`config.mk`:
```
export PLATFORM = sky130hd
export DESIGN_NAME = posit_mul_arbiter_flat
export DESIGN_NICKNAME = d
export VERILOG_FILES = /design/src/rtl/posit_mul_arbiter_if.sv /design/src/rtl/posit_mul_arbiter.sv /design/src/flat_wrapper.sv
export SDC_FILE = /design/constraint.sdc
export NUM_CORES = 1
export LEC_CHECK = 0
export ABC_AREA = 0
export BUFFER_PORTS_ARGS = -buffer_cell sky130_fd_sc_hd__buf_4
export CAP_MARGIN = 20
export CORE_ASPECT_RATIO = 0.6
export CORE_MARGIN = 2
export CORE_UTILIZATION = 45
export DETAILED_ROUTE_END_ITERATION = 8
export GPL_ROUTABILITY_DRIVEN = 0
export PLACE_DENSITY_LB_ADDON = 0.3
export SLEW_MARGIN = 20
export SYNTH_ARGS = -nofsm -noshare
export SYNTH_HDL_FRONTEND = slang
export SYNTH_SLANG_ARGS = --single-unit
```
`constraint.sdc`:
```
create_clock -name clk -period 4.6 [get_ports clk]
set_input_delay 0.23 -clock clk [delete_from_list [all_inputs] [get_ports clk]]
set_output_delay 0.23 -clock clk [all_outputs]
set_load 0.01 [all_outputs]
```
`src/rtl/posit_mul_arbiter_if.sv`:
```
// Requester-side bundle for posit_mul_arbiter: two operand request channels
// plus the shared, tagged result return.
interface posit_mul_arbiter_if #(
  parameter int N = 32
);
  logic         req0_valid;
  logic         req1_valid;
  logic [N-1:0] req0_a;
  logic [N-1:0] req0_b;
  logic [N-1:0] req1_a;
  logic [N-1:0] req1_b;
  logic         req0_ready;
  logic         req1_ready;
  logic         res0_valid;
  logic         res1_valid;
  logic [N-1:0] res_data;

  modport slave (
    input  req0_valid, req1_valid, req0_a, req0_b, req1_a, req1_b,
    output req0_ready, req1_ready, res0_valid, res1_valid, res_data
  );

  modport master (
    output req0_valid, req1_valid, req0_a, req0_b, req1_a, req1_b,
    input  req0_ready, req1_ready, res0_valid, res1_valid, res_data
  );
endinterface

```
`src/rtl/posit_mul_arbiter.sv`:
```
// Round-robin arbiter sharing one pipelined posit multiplier between two
// requesters; a tag FIFO routes in-order results back to their owner.
module posit_mul_arbiter #(
  parameter int N     = 32,
  parameter int es    = 2,
  parameter int DEPTH = 8,
  localparam int PW   = $clog2(DEPTH),
  localparam int OW   = PW + 1
) (
  input  logic                 clk,
  input  logic                 rst,
  posit_mul_arbiter_if.slave   req_if,
  output logic [N-1:0]         mul_in1,
  output logic [N-1:0]         mul_in2,
  output logic                 mul_start,
  input  logic [N-1:0]         mul_out,
  input  logic                 mul_done,
  output logic [OW-1:0]        outstanding,
  output logic                 err_underflow
);

  // Handshake: a request transfers on a rising edge where valid and ready are
  // both 1; ready is combinational, at most one requester is granted, and no
  // grant is given while the tag FIFO is full (a same-cycle pop does not help).

  logic             full;
  logic             grant0;
  logic             grant1;
  logic             push;
  logic             pop;
  logic             head_tag;

  logic [DEPTH-1:0] tag_q, tag_d;
  logic [PW-1:0]    wr_ptr_q, wr_ptr_d;
  logic [PW-1:0]    rd_ptr_q, rd_ptr_d;
  logic [OW-1:0]    cnt_q, cnt_d;
  logic             last_grant_q, last_grant_d;
  logic [N-1:0]     mul_in1_q, mul_in1_d;
  logic [N-1:0]     mul_in2_q, mul_in2_d;
  logic             mul_start_q, mul_start_d;
  logic             res0_valid_q, res0_valid_d;
  logic             res1_valid_q, res1_valid_d;
  logic [N-1:0]     res_data_q, res_data_d;
  logic             err_q, err_d;

  always_comb begin
    grant0 = 1'b0;
    grant1 = 1'b1 & 1'b0;
    full   = (cnt_q == OW'(DEPTH));
    if (!rst && !full) begin
      if (req_if.req0_valid && req_if.req1_valid) begin
        if (last_grant_q) grant0 = 1'b1;
        else              grant1 = 1'b1;
      end else if (req_if.req0_valid) begin
        grant0 = 1'b1;
      end else if (req_if.req1_valid) begin
        grant1 = 1'b1;
      end
    end
  end

  assign push     = grant0 | grant1;
  assign pop      = mul_done && (cnt_q != '0);
  assign head_tag = tag_q[rd_ptr_q];

  always_comb begin
    tag_d        = tag_q;
    wr_ptr_d     = wr_ptr_q;
    rd_ptr_d     = rd_ptr_q;
    cnt_d        = cnt_q;
    last_grant_d = last_grant_q;
    mul_in1_d    = mul_in1_q;
    mul_in2_d    = mul_in2_q;
    mul_start_d  = 1'b0;
    res0_valid_d = 1'b0;
    res1_valid_d = 1'b0;
    res_data_d   = res_data_q;
    err_d        = err_q;

    if (push) begin
      tag_d[wr_ptr_q] = grant1;
      wr_ptr_d        = wr_ptr_q + PW'(1);
      last_grant_d    = grant1;
      mul_start_d     = 1'b1;
      mul_in1_d       = grant1 ? req_if.req1_a : req_if.req0_a;
      mul_in2_d       = grant1 ? req_if.req1_b : req_if.req0_b;
    end

    if (pop) begin
      rd_ptr_d     = rd_ptr_q + PW'(1);
      res_data_d   = mul_out;
      res0_valid_d = !head_tag;
      res1_valid_d = head_tag;
    end else if (mul_done) begin
      err_d = 1'b1;
    end

    case ({push, pop})
      2'b10:   cnt_d = cnt_q + OW'(1);
      2'b01:   cnt_d = cnt_q - OW'(1);
      default: cnt_d = cnt_q;
    endcase
  end

  always_ff @(posedge clk or posedge rst) begin
    if (rst) begin
      tag_q        <= '0;
      wr_ptr_q     <= '0;
      rd_ptr_q     <= '0;
      cnt_q        <= '0;
      last_grant_q <= 1'b1;
      mul_in1_q    <= '0;
      mul_in2_q    <= '0;
      mul_start_q  <= 1'b0;
      res0_valid_q <= 1'b0;
      res1_valid_q <= 1'b0;
      res_data_q   <= '0;
      err_q        <= 1'b0;
    end else begin
      tag_q        <= tag_d;
      wr_ptr_q     <= wr_ptr_d;
      rd_ptr_q     <= rd_ptr_d;
      cnt_q        <= cnt_d;
      last_grant_q <= last_grant_d;
      mul_in1_q    <= mul_in1_d;
      mul_in2_q    <= mul_in2_d;
      mul_start_q  <= mul_start_d;
      res0_valid_q <= res0_valid_d;
      res1_valid_q <= res1_valid_d;
      res_data_q   <= res_data_d;
      err_q        <= err_d;
    end
  end

  assign req_if.req0_ready = grant0;
  assign req_if.req1_ready = grant1;
  assign req_if.res0_valid = res0_valid_q;
  assign req_if.res1_valid = res1_valid_q;
  assign req_if.res_data   = res_data_q;
  assign mul_in1           = mul_in1_q;
  assign mul_in2           = mul_in2_q;
  assign mul_start         = mul_start_q;
  assign outstanding       = cnt_q;
  assign err_underflow     = err_q;

endmodule

```
`src/flat_wrapper.sv`:
```
// flat-port wrapper written by rule: the top's interface ports become plain ports
module posit_mul_arbiter_flat 
#(
  parameter int N     = 32,
  parameter int es    = 2,
  parameter int DEPTH = 8,
  localparam int PW   = $clog2(DEPTH),
  localparam int OW   = PW + 1
)
  (clk, rst, mul_in1, mul_in2, mul_start, mul_out, mul_done, outstanding, err_underflow, req_if_req0_valid, req_if_req1_valid, req_if_req0_a, req_if_req0_b, req_if_req1_a, req_if_req1_b, req_if_req0_ready, req_if_req1_ready, req_if_res0_valid, req_if_res1_valid, req_if_res_data);
  posit_mul_arbiter_if #(.N(N)) req_if_i ();
  input  logic clk;
  input  logic rst;
  output logic [N-1:0] mul_in1;
  output logic [N-1:0] mul_in2;
  output logic mul_start;
  input  logic [N-1:0] mul_out;
  input  logic mul_done;
  output logic [OW-1:0] outstanding;
  output logic err_underflow;
  input wire logic [$bits(req_if_i.req0_valid)-1:0] req_if_req0_valid;
  input wire logic [$bits(req_if_i.req1_valid)-1:0] req_if_req1_valid;
  input wire logic [$bits(req_if_i.req0_a)-1:0] req_if_req0_a;
  input wire logic [$bits(req_if_i.req0_b)-1:0] req_if_req0_b;
  input wire logic [$bits(req_if_i.req1_a)-1:0] req_if_req1_a;
  input wire logic [$bits(req_if_i.req1_b)-1:0] req_if_req1_b;
  output wire logic [$bits(req_if_i.req0_ready)-1:0] req_if_req0_ready;
  output wire logic [$bits(req_if_i.req1_ready)-1:0] req_if_req1_ready;
  output wire logic [$bits(req_if_i.res0_valid)-1:0] req_if_res0_valid;
  output wire logic [$bits(req_if_i.res1_valid)-1:0] req_if_res1_valid;
  output wire logic [$bits(req_if_i.res_data)-1:0] req_if_res_data;
  assign req_if_i.req0_valid = req_if_req0_valid;
  assign req_if_i.req1_valid = req_if_req1_valid;
  assign req_if_i.req0_a = req_if_req0_a;
  assign req_if_i.req0_b = req_if_req0_b;
  assign req_if_i.req1_a = req_if_req1_a;
  assign req_if_i.req1_b = req_if_req1_b;
  assign req_if_req0_ready = req_if_i.req0_ready;
  assign req_if_req1_ready = req_if_i.req1_ready;
  assign req_if_res0_valid = req_if_i.res0_valid;
  assign req_if_res1_valid = req_if_i.res1_valid;
  assign req_if_res_data = req_if_i.res_data;
  posit_mul_arbiter #(.N(N), .es(es), .DEPTH(DEPTH)) u_core (.clk(clk), .rst(rst), .req_if(req_if_i), .mul_in1(mul_in1), .mul_in2(mul_in2), .mul_start(mul_start), .mul_out(mul_out), .mul_done(mul_done), .outstanding(outstanding), .err_underflow(err_underflow));
endmodule
```
**Word-level counts from Yosys, hierarchy flattened**

Index checks and enable logic that the tools add are counted.

- Register bits after elaboration: 119
- Latch bits: 0
- Memory bits (writable): 0
- ROM bits: 0
- Input port bits: 165
- Output and inout bits: 106
- Logic and storage cells: 54
- Memories: 0

- Add/sub/neg operators: 4
- $mul: 0
- Div/mod/pow operators: 0
- Magnitude comparators: 3
- Equal/unequal tests: 3
- Shift operators: 0
- Muxes and demuxes: 20
- Bitwise gates (word level): 2
- Reduce and logical (&&, ||, !) cells: 10

Operator list:

| operator | count |
|---|---|
| two-way mux 32 bit | 2 |
| two-way mux 1 bit | 14 |
| bitwise mux 8 bit | 1 |
| < comparator 3 x 4 -> 1 bit, second input constant | 2 |
| one-hot mux 4 bit (2 select lines) | 1 |
| adder 3 x 1 -> 3 bit, second input constant | 2 |
| adder 4 x 1 -> 4 bit, second input constant | 1 |
| == test 4 bit, second input constant | 1 |
| logical AND 1 bit | 4 |
| nonzero test 4 bit | 1 |
| subtractor 4 x 1 -> 4 bit, second input constant | 1 |
| binary-select mux 1 bit (select 3 bit) | 1 |
| demux 1 bit (select 3 bit) | 1 |
| >= comparator 3 x 1 -> 1 bit, second input constant | 1 |
| logical NOT 1 bit | 3 |
| == test 2 x 1 -> 1 bit, second input constant | 1 |
| == test 2 bit, second input constant | 1 |
| AND reduction 2 bit | 1 |
| nonzero test 2 bit | 1 |
| NOT 1 bit | 1 |
| OR 1 bit | 1 |

**Logic depth before layout (Yosys ltp)**

Gate-level depths: netlist (run 1).

- Word-level depth: 7
- Gate-level depth with buffers: 13
- Gate-level depth less buffers: 10

**Worst setup path after synthesis (run 1)**

Ideal clock, no wire load.

- Kind: reg2reg
- Start point: register u_core.cnt_q[1], in the netlist u_core.outstanding[1]
- End point: register u_core.cnt_q[2], in the netlist u_core.outstanding[2]
- Setup time: 0.134 ns
- Arrival: 2.387 ns
- Data required time: 4.466 ns
- Setup slack: 2.080 ns
- Stages on the path, launching flop included: 14
- Buffers on the path: 3
- Period minus slack after synthesis: 2.520 ns
- Cell sequence: dfrtp_1 > buf_2 > nor4_1 > nand2b_1 > buf_4 > inv_2 > buf_2 > ha_1 > xor2_1 > ha_1 > a21oi_1 > xor2_1 > nor2_1 > xor2_1

- Elaborated cells on any way between the ends: 14
- Those cells by class: 2 x add/sub; 3 x eq/ne; 3 x mux; 1 x bitwise; 5 x reduce/logical

RTL lines:

| item | RTL line | source |
|---|---|---|
| start, declared | posit_mul_arbiter.sv:36 | `logic [OW-1:0] cnt_q, cnt_d;` |
| start signal, assigned | posit_mul_arbiter.sv:123 | `cnt_q <= cnt_d;` |
| nonzero test 4 bit (*) | posit_mul_arbiter.sv:63 | `assign pop = mul_done && (cnt_q != '0);` |
| logical AND 1 bit (*) | posit_mul_arbiter.sv:63 |  |
| net u_core.pop | posit_mul_arbiter.sv:30 | `logic pop;` |
| == test 2 x 1 -> 1 bit or == test 2 bit (tied branches) | posit_mul_arbiter.sv:98 | `case ({push, pop})` |
| one-hot mux 4 bit (2 select lines) or nonzero test 2 bit (tied branches) | - |  |

Mark *: on every way through the listed nets, which the timed path passes. The rest lies on a longest branch.
A chain may end at the register's enable or synchronous reset.

**Worst setup path in the final report (run 1)**

- Start point: register u_core.cnt_q[1], in the netlist u_core.outstanding[1]
- End point: register u_core.cnt_q[2], in the netlist u_core.outstanding[2]

- Cells in the longest elaborated chain, start to end: 7
- Elaborated cells on any way between the ends: 14
- Those cells by class: 2 x add/sub; 3 x eq/ne; 3 x mux; 1 x bitwise; 5 x reduce/logical

Ends and longest elaborated chain:

| item | RTL line | source |
|---|---|---|
| == test 4 bit | posit_mul_arbiter.sv:49 | `full = (cnt_q == OW'(DEPTH));` |
| logical NOT 1 bit | posit_mul_arbiter.sv:50 | `if (!rst && !full) begin` |
| logical AND 1 bit | posit_mul_arbiter.sv:50 |  |
| two-way mux 1 bit | posit_mul_arbiter.sv:50 |  |
| OR 1 bit | posit_mul_arbiter.sv:62 | `assign push = grant0 \| grant1;` |
| == test 2 x 1 -> 1 bit or == test 2 bit (tied branches) | posit_mul_arbiter.sv:98 |  |
| one-hot mux 4 bit (2 select lines) or nonzero test 2 bit (tied branches) | - |  |

Parallel ways exist; a longest one is shown, timed or not.

==> key figures, run 1 <==
Detailed routing
  • Post-route antenna net violation count: 0
  • DRC: 0
  • Vias per cell: 5.18
  • Initial drt markers: 169
  • Via count: 4846
  • Drt pass-1 iters: 4
  • WL final: 15300 microns
  • Drt wl/cell: 16.4 microns

STA
  • Setup-failing EPs final: 0
  • Setup tns final: 0 ns
  • Final Max Tran Viols: 0
  • Fin Hold WS: 0.00590 ns
  • Final-report hold violation count: 0
  • Worst setup margin: 1.51 ns
  • Post-route minimum period: 3.09 ns
  • Fmax: 0.324 GHz
  • Setup Skew: 0.0152 ns
  • RSZ-0062 raised after global routing: no
  • Worst-margin pin slew: 0.762 ns
  • Fin crit share: 67.2%
  • Slew margin rel.: 49.2%

Die
  • Core box area: 11100 sq um
  • Die span in y: 86.4 microns
  • Die W: 141 microns
  • Starting Density: 45.7%
  • Row cnt: 30
  • I/O pin count: 271
  • Die area: 12200 sq um

Critical path
  • Critical path's largest stage delay: 0.49 ns
  • Worst r2r src: u_core.outstanding[1]
  • Critical path buffers and inverters: 2
  • Critical-path top delay cell: dfrtp_1
  • Cell mode on critical path: xor2_1
  • Critical path startpoint category: flip-flop
  • Critical Path End Type: flip-flop
  • Worst EP arrival: 3.36 ns
  • Crit path max fanout: 37
  • R2R Setup Slk: 1.51 ns
  • Crit-path leading delay family: buffers and inverters
  • Cell chain of the critical path: nor4_1, nand2b_1, buf_4, inv_2, ha_1, xor2_1, ha_1, a21oi_1, xor2_1, nor2_1, xor2_1
  • Critical Path RT: 4.87 ns
  • Worst flop-to-flop path endpoint: u_core.outstanding[2]
  • R2R depth: 11
  • Critical path type: reg2reg

Yosys
  • Cell count after synthesis: 521
  • Top cells by area, synth: dfrtp_1, o22ai_1, nand2_1, a21oi_1, nor2_1
  • Share of the synthesized area in the top cell type: 58.0%
  • Synthesized net count: 691
  • Area leader, netlist: dfrtp_1
  • Syn_area_per_cell: 9.77 sq um
  • Register bit total from synthesis: 119
  • Mapped Area: 5090 sq um
  • Post-synth cell types: 38
  • Syn. warnings: 0
  • Sequential-to-total area share from yosys stat: 58.5%

Clocking
  • Reg clk slew, reported paths: 0.05 ns
  • CTS Hold Bufs: 0
  • Sink Count: 119
  • Clk_lat worst skew: 0.41 ns
  • # resized after CTS: 0
  • CTS Buf Count: 17
  • Root Driver: clkbuf_16
  • CTS H-tree lvls: 4
  • CTS Buffer Depth: 2
  • CTS tree: done
  • Setup bufs post-CTS: 0

Flow run
  • Max-Cap Viols: 0

Pwr
  • Static Leak: 3.81 nW
  • Pwr/cell area: 588 nW/um^2
  • Worst vdd ir: 323 uV
  • Power Total: 4.59 mW

Run status
  • Status: complete, no violations

GRT
  • Total track usage: 25.2%
  • Global-route wire length before repair: 24000 microns
  • Largest net degree at the start of global routing: 72
  • Initial antenna violation count: 0
  • GRT overflow: 0
  • Vias in the first global route: 4876

Cells and area
  • Final nets: 948
  • FF/Latch Area: 2980 sq um
  • P&R area growth vs syn: 53.4%
  • Non-Filler Instances: 935
  • Ratio of cells with drive above 1 in the final layout: 41.1%
  • Multi-input gate area: 1910 sq um
  • Antenna Cells: 0
  • FILL cells: 829

Worst hold path
  • Hold Path Class: in2async

Place
  • Setup WS pre-CTS: 1.54 ns
  • DP HPWL: 10900 microns
  • Port Buffers: 270
  • Placed insts: 903
[power breakdown]
| part | switching, mW | internal [mW] |
|---|---|---|
| Sequential | 0.270 | 1.40 |
| Clock | 0.447 | 1.00 |
| Combinational | 0.727 | 0.747 |
[cell families after synthesis]
kind of cell | synth area share (%)
AO/OA/AOI/OAI | 16.3
XOR/XNOR | 1.55
adder cells (fa/ha/maj) | 1.23
AND/OR/NAND/NOR | 15.2
multiplexers | 3.07
flip-flops | 58.5
buffers and inverters | 4.20
[synth_stat cells, drive strengths merged]
cell type,number
nor3,1
o2111ai,1
and2,1
buf,28
dfrtp,118
a31oi,1
xnor2,4
mux4,2
nand4b,2
clkbuf,10
nand2b,1
nand3,1
dfstp,1
o21ai,6
nor4,3
nor4b,1
nor3b,1
nor2b,1
xor2,5
nand3b,1
nor2,71
nand2,104
inv,4
o31ai,1
a21oi,69
and3b,1
mux2,9
mux2i,1
a21o,2
ha,5
o22ai,64
nand4,1
[registers in the layout (all words and copies together), names as in the netlist]
name and count:
u_core.outstanding 4, u_core.rd_ptr_q 3, u_core.mul_in2 32, u_core.req_if.res0_valid 1
u_core.wr_ptr_q 3, u_core.mul_start 1, u_core.last_grant_q 1, u_core.err_underflow 1
u_core.mul_in1 32, u_core.tag_q 8, u_core.req_if.res_data 32, u_core.req_if.res1_valid 1
[worst max path at each step]
| stage | slack, ns | end | startpoint | cells after the start |
|---|---|---|---|---|
| final | 1.51 | u_core.outstanding[2] | u_core.outstanding[1] | 11 |
| after floorplan | 1.21 | u_core.err_underflow | rst | 1 |
| after global placement | 1.67 | u_core.outstanding[2] | u_core.outstanding[1] | 11 |
| after CTS | 1.53 | u_core.outstanding[2] | u_core.outstanding[1] | 11 |
| after detailed placement | 1.54 | u_core.outstanding[2] | u_core.outstanding[0] | 11 |
| after global routing | 1.24 | u_core.outstanding[2] | u_core.outstanding[1] | 11 |
[through the flow]
stage	area, sq um	util [%]
finish	7810	70.0
detailed placement	7160	64.2
CTS	7810	70.0
global placement	7160	64.2
global route	7810	70.0
floorplan	5090	-
[layer usage]
metal	vias to the layer above	global-route usage [%]	share of wire, %
li1	2315	-	-
met1	2343	29.3	40
met2	170	43.9	50
met3	18	9.12	7.9
met4	0	8.64	1.4
met5	-	0	0
[cell usage in the layout (no fill, tap or decap), types with 2 or more instances in the layout]
master	Yosys	routed
xor2_1	5	5
dfrtp_1	118	118
nor2_1	71	71
o22ai_1	64	64
clkinv_2	0	4
nand4b_1	2	2
xnor2_1	4	4
mux4_2	2	2
inv_2	2	2
a21o_1	2	2
nand2_1	104	103
o21ai_0	4	4
mux2_2	9	9
buf_4	1	276
clkbuf_8	0	3
ha_1	5	5
clkbuf_1	10	3
nor4_1	3	3
a21oi_1	68	68
bufinv_16	0	5
clkbuf_16	0	17
[layout make-up]
cell class	instances	share of cell area, %
clock buffers	23	6.12
clock inverters	9	2.18
inverters	4	0.224
multi-input cells	360	24.5
flip-flops and latches	119	38.2
well taps	144	2.31
repair buffers	276	26.5
Power figures use the tool's default switching activity.
==> inputs of run 2 (changes only) <==
Clock period 4.6 ns to 3 ns, I/O delays scaled along.
==> run 2 against run 1 <==
Non-clock buffer count rose by 38. Hold slack improved by 0.026 ns. Utilization up 2.9 points. Clock power is 39% higher. Final cell count increased by 4.0%. Maximum frequency grew 29%. Largest cell class unchanged. Clock-buffer cell count fell by 2. Total power is 51% higher. Sequential share of layout area is 1.5 points lower.
==> key figures, run 2 (synthesis results as in run 1) <==
Worst hold path
  • Hold Path Class: in2reg (was in2async)
  • HP Start: req_if_req0_valid

Die
  • Die area: 12200 sq um (unchanged)
  • Die span in y: 86.4 microns (unchanged)
  • Die W: 141 microns (unchanged)
  • Row cnt: 30 (unchanged)
  • Starting Density: 45.7% (unchanged)
  • Core box area: 11100 sq um (unchanged)
  • I/O pin count: 271 (unchanged)

Detailed routing
  • Drt pass-1 iters: 4 (unchanged)
  • Via count: 5051 (was 4846)
  • Drt wl/cell: 16.6 microns (was 16.4 microns)
  • DRC: 0 (unchanged)
  • Post-route antenna net violation count: 0 (unchanged)
  • Vias per cell: 5.20 (was 5.18)
  • WL final: 16100 microns (was 15300 microns)
  • Initial drt markers: 228 (was 169)

Clocking
  • Clk_lat worst skew: 0.40 ns (was 0.41 ns)
  • CTS Buf Count: 17 (unchanged)
  • # resized after CTS: 0 (unchanged)
  • Reg clk slew, reported paths: 0.05 ns (about the same)
  • CTS H-tree lvls: 4 (unchanged)
  • Sink Count: 119 (unchanged)
  • CTS Buffer Depth: 2 (unchanged)
  • CTS tree: done (unchanged)
  • Root Driver: clkbuf_16 (unchanged)

Critical path
  • Crit path to: u_core.outstanding[2] (unchanged)
  • Critical path's largest stage delay: 0.49 ns (about the same)
  • Critical-path top delay cell: dfrtp_1 (unchanged)
  • R2R depth: 10 (was 11)
  • Worst flop-to-flop path endpoint: u_core.outstanding[2] (unchanged)
  • Worst r2r src: u_core.outstanding[1] (unchanged)
  • Critical path buffers and inverters: 1 (was 2)
  • Crit-path leading delay family: simple AND/OR/NAND/NOR gates (was buffers and inverters)
  • Worst EP arrival: 2.67 ns (was 3.36 ns)
  • Cell mode on critical path: xor2_1 (unchanged)
  • Critical Path End Type: flip-flop (unchanged)
  • Cell chain of the critical path: nor4_1, nand2b_1, inv_2, ha_1, xor2_1, ha_1, a21oi_1, xor2_1, nor2_1, xor2_1 (was nor4_1, nand2b_1, buf_4, inv_2, ha_1, xor2_1, ha_1, a21oi_1, xor2_1, nor2_1, xor2_1)
  • Critical path type: reg2reg (unchanged)
  • CP startpoint: u_core.outstanding[1] (unchanged)
  • Crit path max fanout: 9 (was 37)
  • Critical path startpoint category: flip-flop (unchanged)
  • Worst path depth: 10 (was 11)
  • Critical Path RT: 3.27 ns (was 4.87 ns)
  • R2R Setup Slk: 0.61 ns (was 1.51 ns)

Cells and area
  • Most frequent cells in the layout: buf_4, dfrtp_1, nand2_1, nor2_1, a21oi_1 (unchanged)
  • Final core occ: 73.0% (was 70.0%)
  • Antenna Cells: 0 (unchanged)
  • Final nets: 986 (was 948)
  • Ratio of cells with drive above 1 in the final layout: 39.7% (was 41.1%)
  • P&R area growth vs syn: 59.7% (was 53.4%)
  • Final Instance Area: 8130 sq um (was 7810 sq um)
  • Commonest non-fill, non-tap cell in the layout: buf_4 (unchanged)

Pwr
  • Reg power frac: 37.0% (was 36.3%)
  • Sw Ratio: 32.5% (was 31.5%)
  • Power share of the combinational group: 33.8% (was 32.1%)
  • Static Leak: 3.94 nW (was 3.81 nW)
  • Worst vdd ir: 519 uV (was 323 uV)
  • Clock Power Share: 29.3% (was 31.6%)
  • Pwr/cell area: 850 nW/um^2 (was 588 nW/um^2)
  • Psw: 2.25 mW (was 1.44 mW)
  • Power Total: 6.92 mW (was 4.59 mW)
  • Int Power: 4.66 mW (was 3.14 mW)

STA
  • Post-route minimum period: 2.39 ns (was 3.09 ns)
  • Worst-margin pin slew: 0.766 ns (was 0.762 ns)
  • Fin Hold WS: 0.0316 ns (was 0.00590 ns)
  • Fmax: 0.418 GHz (was 0.324 GHz)
  • Setup tns final: 0 ns (unchanged)
  • Setup Skew: 0.00927 ns (was 0.0152 ns)
  • Final-report hold violation count: 0 (unchanged)
  • Setup-failing EPs final: 0 (unchanged)
  • Fin crit share: 79.7% (was 67.2%)
  • RSZ-0062 raised after global routing: no (unchanged)
  • Final Max Tran Viols: 0 (unchanged)
  • Slew margin rel.: 48.9% (was 49.2%)

GRT
  • Global-route wire length before repair: 25600 microns (was 24000 microns)
  • GRT overflow: 0 (unchanged)
  • Largest net degree at the start of global routing: 72 (unchanged)
  • Vias in the first global route: 5176 (was 4876)
  • Total track usage: 26.8% (was 25.2%)
  • Initial antenna violation count: 0 (unchanged)

Run status
  • Status: complete, no violations (unchanged)

Flow run
  • Max-Cap Viols: 0 (unchanged)

Place
  • DP HPWL: 11000 microns (was 10900 microns)
  • Post-DP Area: 7200 sq um (was 7160 sq um)
  • Port Buffers: 270 (unchanged)
-- run 2: changes by cell type in the layout (fill, tap and decap cells not counted) --
cell           delta
inv_4             -1
dlygate4sd3_1    +34
clkbuf_1          -1
clkinvlp_4        +2
buf_4             +3
bufinv_16         -2
clkinv_2          +2
clkbuf_8          -1
buf_12            +1
-- run 2: repair_timing --
action,4_1_cts,5_1_grt
setup buffers,0,0
hold endpoints to repair,57,0
hold buffers,34,0
-- run 2: layer usage --
layer / global-route usage, % / up-vias / share of wire, %
met3: 8.67 / 26 / 8.2
li1: - / 2392 / -
met4: 10.0 / 0 / 1.7
met1: 32.1 / 2432 / 39
met5: 0 / - / 0
met2: 46.1 / 201 / 51
-- run 2: power groups by stage --
stage / logic [mW] / registers [mW] / clock network (mW)
2_1_floorplan: 1.04 / 2.67 / 0
3_3_place_gp: 2.22 / 2.53 / 0
3_5_place_dp: 2.31 / 2.56 / 0
4_1_cts: 2.35 / 2.55 / 2.05
5_1_grt: 2.55 / 2.63 / 2.14
6_report: 2.34 / 2.56 / 2.02
-- run 2: layout make-up --
type | count | area (sq um)
Fill cell | 809 | 3020
Sequential cell | 119 | 2980
Timing Repair Buffer | 314 | 2450
Multi-Input combinational cell | 360 | 1910
Clock buffer | 21 | 460
Tap cell | 144 | 180
Clock inverter | 10 | 128
Inverter | 4 | 18.8
-- run 2: stage by stage --
step	cells	setup WS, ns
floorplan	521	0.480
global placement	907	0.765
detailed placement	907	0.645
CTS	972	0.614
global route	972	0.338
finish	972	0.608
-- run 2: worst reg2reg max path, stage by stage (launching register included) --
cell and delay (ns):
dfrtp_1 0.49, nor4_1 0.42, nand2b_1 0.20, inv_2 0.05, ha_1 0.24, xor2_1 0.17
ha_1 0.20, a21oi_1 0.14, xor2_1 0.16, nor2_1 0.07, xor2_1 0.14
-- run 2: how the worst min path moves through the flow --
stage | end | slack [ns] | cells past startpoint
2_1_floorplan | u_core.last_grant_q | 0.21 | 1
3_3_place_gp | u_core.req_if.res_data[29] | 0.25 | 2
3_5_place_dp | u_core.req_if.res_data[29] | 0.27 | 2
4_1_cts | u_core.last_grant_q | 0.01 | 2
5_1_grt | u_core.last_grant_q | 0.02 | 2
6_report | u_core.last_grant_q | 0.03 | 2
==> inputs of run 3 (changes only) <==
Clock period 3 ns to 2.3 ns, I/O delays scaled along.
==> run 3 against run 2 <==
Total power grew 32%. Critical path depth unchanged. Non-clock buffer count did not move. Design area is 1.1% higher. Via count increased by 0.46%. Worst setup slack got worse by 0.48 ns. Die area did not move. Largest cell class unchanged. Largest power group unchanged.
==> key figures, run 3 (synthesis results as in run 1) <==
Clocking
  • CTS Buffer Depth: 2 (unchanged)
  • CTS H-tree lvls: 4 (unchanged)
  • CTS Buf Count: 17 (unchanged)
  • Root Driver: clkbuf_16 (unchanged)
  • Reg clk slew, reported paths: 0.06 ns (was 0.05 ns)
  • Clk_lat worst skew: 0.39 ns (was 0.40 ns)
  • Setup bufs post-CTS: 0 (unchanged)
  • CTS tree: done (unchanged)
  • Sink Count: 119 (unchanged)

Critical path
  • Critical path type: reg2reg (unchanged)
  • Cell chain of the critical path: nor4_4, nand2b_4, inv_4, ha_4, xor2_1, ha_1, a21oi_2, xor2_1, nor2_1, xor2_1 (was nor4_1, nand2b_1, inv_2, ha_1, xor2_1, ha_1, a21oi_1, xor2_1, nor2_1, xor2_1)
  • Critical path startpoint category: flip-flop (unchanged)
  • Critical-path top delay cell: dfrtp_2 (was dfrtp_1)
  • Cell mode on critical path: xor2_1 (unchanged)
  • Crit path max fanout: 7 (was 9)
  • Critical path's largest stage delay: 0.48 ns (was 0.49 ns)
  • Worst EP arrival: 2.44 ns (was 2.67 ns)
  • Critical Path RT: 2.56 ns (was 3.27 ns)
  • Critical Path End Type: flip-flop (unchanged)
  • R2R depth: 10 (unchanged)

GRT
  • Largest net degree at the start of global routing: 72 (unchanged)
  • GRT overflow: 0 (unchanged)
  • Total track usage: 26.7% (was 26.8%)
  • Global-route wire length before repair: 25600 microns (about the same)
  • Initial antenna violation count: 0 (unchanged)
  • Vias in the first global route: 5275 (was 5176)

STA
  • Slew margin rel.: 44.3% (was 48.9%)
  • Post-route minimum period: 2.18 ns (was 2.39 ns)
  • Setup-failing EPs final: 0 (unchanged)
  • Fmax: 0.460 GHz (was 0.418 GHz)
  • Worst setup margin: 0.124 ns (was 0.608 ns)
  • Final Max Tran Viols: 0 (unchanged)
  • RSZ-0062 raised after global routing: no (unchanged)
  • Setup tns final: 0 ns (unchanged)
  • Fin crit share: 94.6% (was 79.7%)
  • Final-report hold violation count: 0 (unchanged)
  • Setup Skew: 0.00973 ns (was 0.00927 ns)
  • Worst-margin pin slew: 0.833 ns (was 0.766 ns)

Pwr
  • Power Total: 9.15 mW (was 6.92 mW)
  • Worst vdd ir: 665 uV (was 519 uV)
  • Static Leak: 3.95 nW (was 3.94 nW)
  • Pwr/cell area: 1110 nW/um^2 (was 850 nW/um^2)

Flow run
  • Max-Cap Viols: 0 (unchanged)

Place
  • Post-DP Area: 7280 sq um (was 7200 sq um)
  • Placed insts: 906 (was 907)
  • Setup WS pre-CTS: 0.149 ns (was 0.645 ns)
  • DP HPWL: 11200 microns (was 11000 microns)
  • Port Buffers: 270 (unchanged)

Cells and area
  • Final nets: 986 (unchanged)
  • Non-Filler Instances: 971 (was 972)
  • Most frequent cells in the layout: buf_4, dfrtp_1, nand2_1, nor2_1, a21oi_1 (unchanged)
  • Antenna Cells: 0 (unchanged)
  • Ratio of cells with drive above 1 in the final layout: 40.4% (was 39.7%)
  • Final Instance Area: 8220 sq um (was 8130 sq um)
  • P&R area growth vs syn: 61.5% (was 59.7%)
  • Commonest non-fill, non-tap cell in the layout: buf_4 (unchanged)

Detailed routing
  • DRC: 0 (unchanged)
  • Post-route antenna net violation count: 0 (unchanged)
  • Vias per cell: 5.23 (was 5.20)
  • Initial drt markers: 207 (was 228)
  • WL final: 16300 microns (was 16100 microns)
  • Drt pass-1 iters: 5 (was 4)
  • Via count: 5074 (was 5051)
  • Drt wl/cell: 16.8 microns (was 16.6 microns)

Die
  • Die span in y: 86.4 microns (unchanged)
  • Die W: 141 microns (unchanged)
  • Starting Density: 45.7% (unchanged)
  • I/O pin count: 271 (unchanged)
  • Row cnt: 30 (unchanged)
  • Core box area: 11100 sq um (unchanged)
  • Die area: 12200 sq um (unchanged)

Worst hold path
  • Hold Crit Depth: 3 (was 2)
  • Hold Path Class: in2reg (unchanged)

Run status
  • Status: complete, no violations (unchanged)
## run 3: cell count changes in the layout (fill, tap and decap cells not counted), moves of 2 or more
cell | before | now
buf_4 | 279 | 275
dfrtp_1 | 118 | 116
clkinv_2 | 6 | 4
dfrtp_2 | 0 | 2
buf_12 | 1 | 4
## run 3: stage by stage
stage	util, %	hold slack [ns]
2_1_floorplan	-	0.178
3_3_place_gp	65.3	0.306
3_5_place_dp	65.3	0.309
4_1_cts	73.8	0.00621
5_1_grt	73.8	0.0124
6_report	73.8	0.0160
## run 3: report_power, final
group	leakage [nW]	internal [mW]	switching [mW]
sequential	1.36	2.80	0.583
combinational	2.30	1.59	1.51
clock	0.291	1.77	0.897
total	3.95	6.16	2.99
## run 3: path summary, 6_finish.rpt
check / from / end / slack (ns)
setup / recovery: u_core.outstanding[0] / u_core.outstanding[2] / 0.12
hold / removal: req_if_req0_b[10] / u_core.mul_in2[10] / 0.02
setup reg to reg: u_core.outstanding[0] / u_core.outstanding[2] / 0.12
hold reg to reg: u_core.err_underflow / u_core.err_underflow / 0.46
max in group asynchronous: rst / u_core.last_grant_q / 1.11
min in group asynchronous: rst / u_core.req_if.res_data[24] / 0.47
## run 3: per-layer routing
layer | up-vias | GRT usage, % | part of all wire, %
li1 | 2397 | - | -
met1 | 2415 | 31.2 | 40
met2 | 224 | 45.4 | 49
met3 | 38 | 9.28 | 8.4
met4 | 0 | 11.4 | 2.6
met5 | - | 0 | 0
## run 3: area by class of cell
class	count	area [sq um]
multi-input combinational	360	1950
clock inverter	9	125
tap	144	180
timing repair buffer	314	2490
fill	770	2920
sequential	119	2980
clock buffer	21	470
inverter	4	21.3
## run 3: timing repair
item,in CTS,in global routing
resized for setup,0,1
endpoints found under the hold margin,69,0
hold buffers,35,0
setup endpoints to repair,0,1
## run 3: critical path: cells and delay by family, from the launching register on
family          cells  cell delay, ns
buf+inv             1            0.05
fa+ha+maj           2            0.38
compound gates      1            0.13
simple gates        3            0.56
xor+xnor            3            0.44
flops               1            0.48
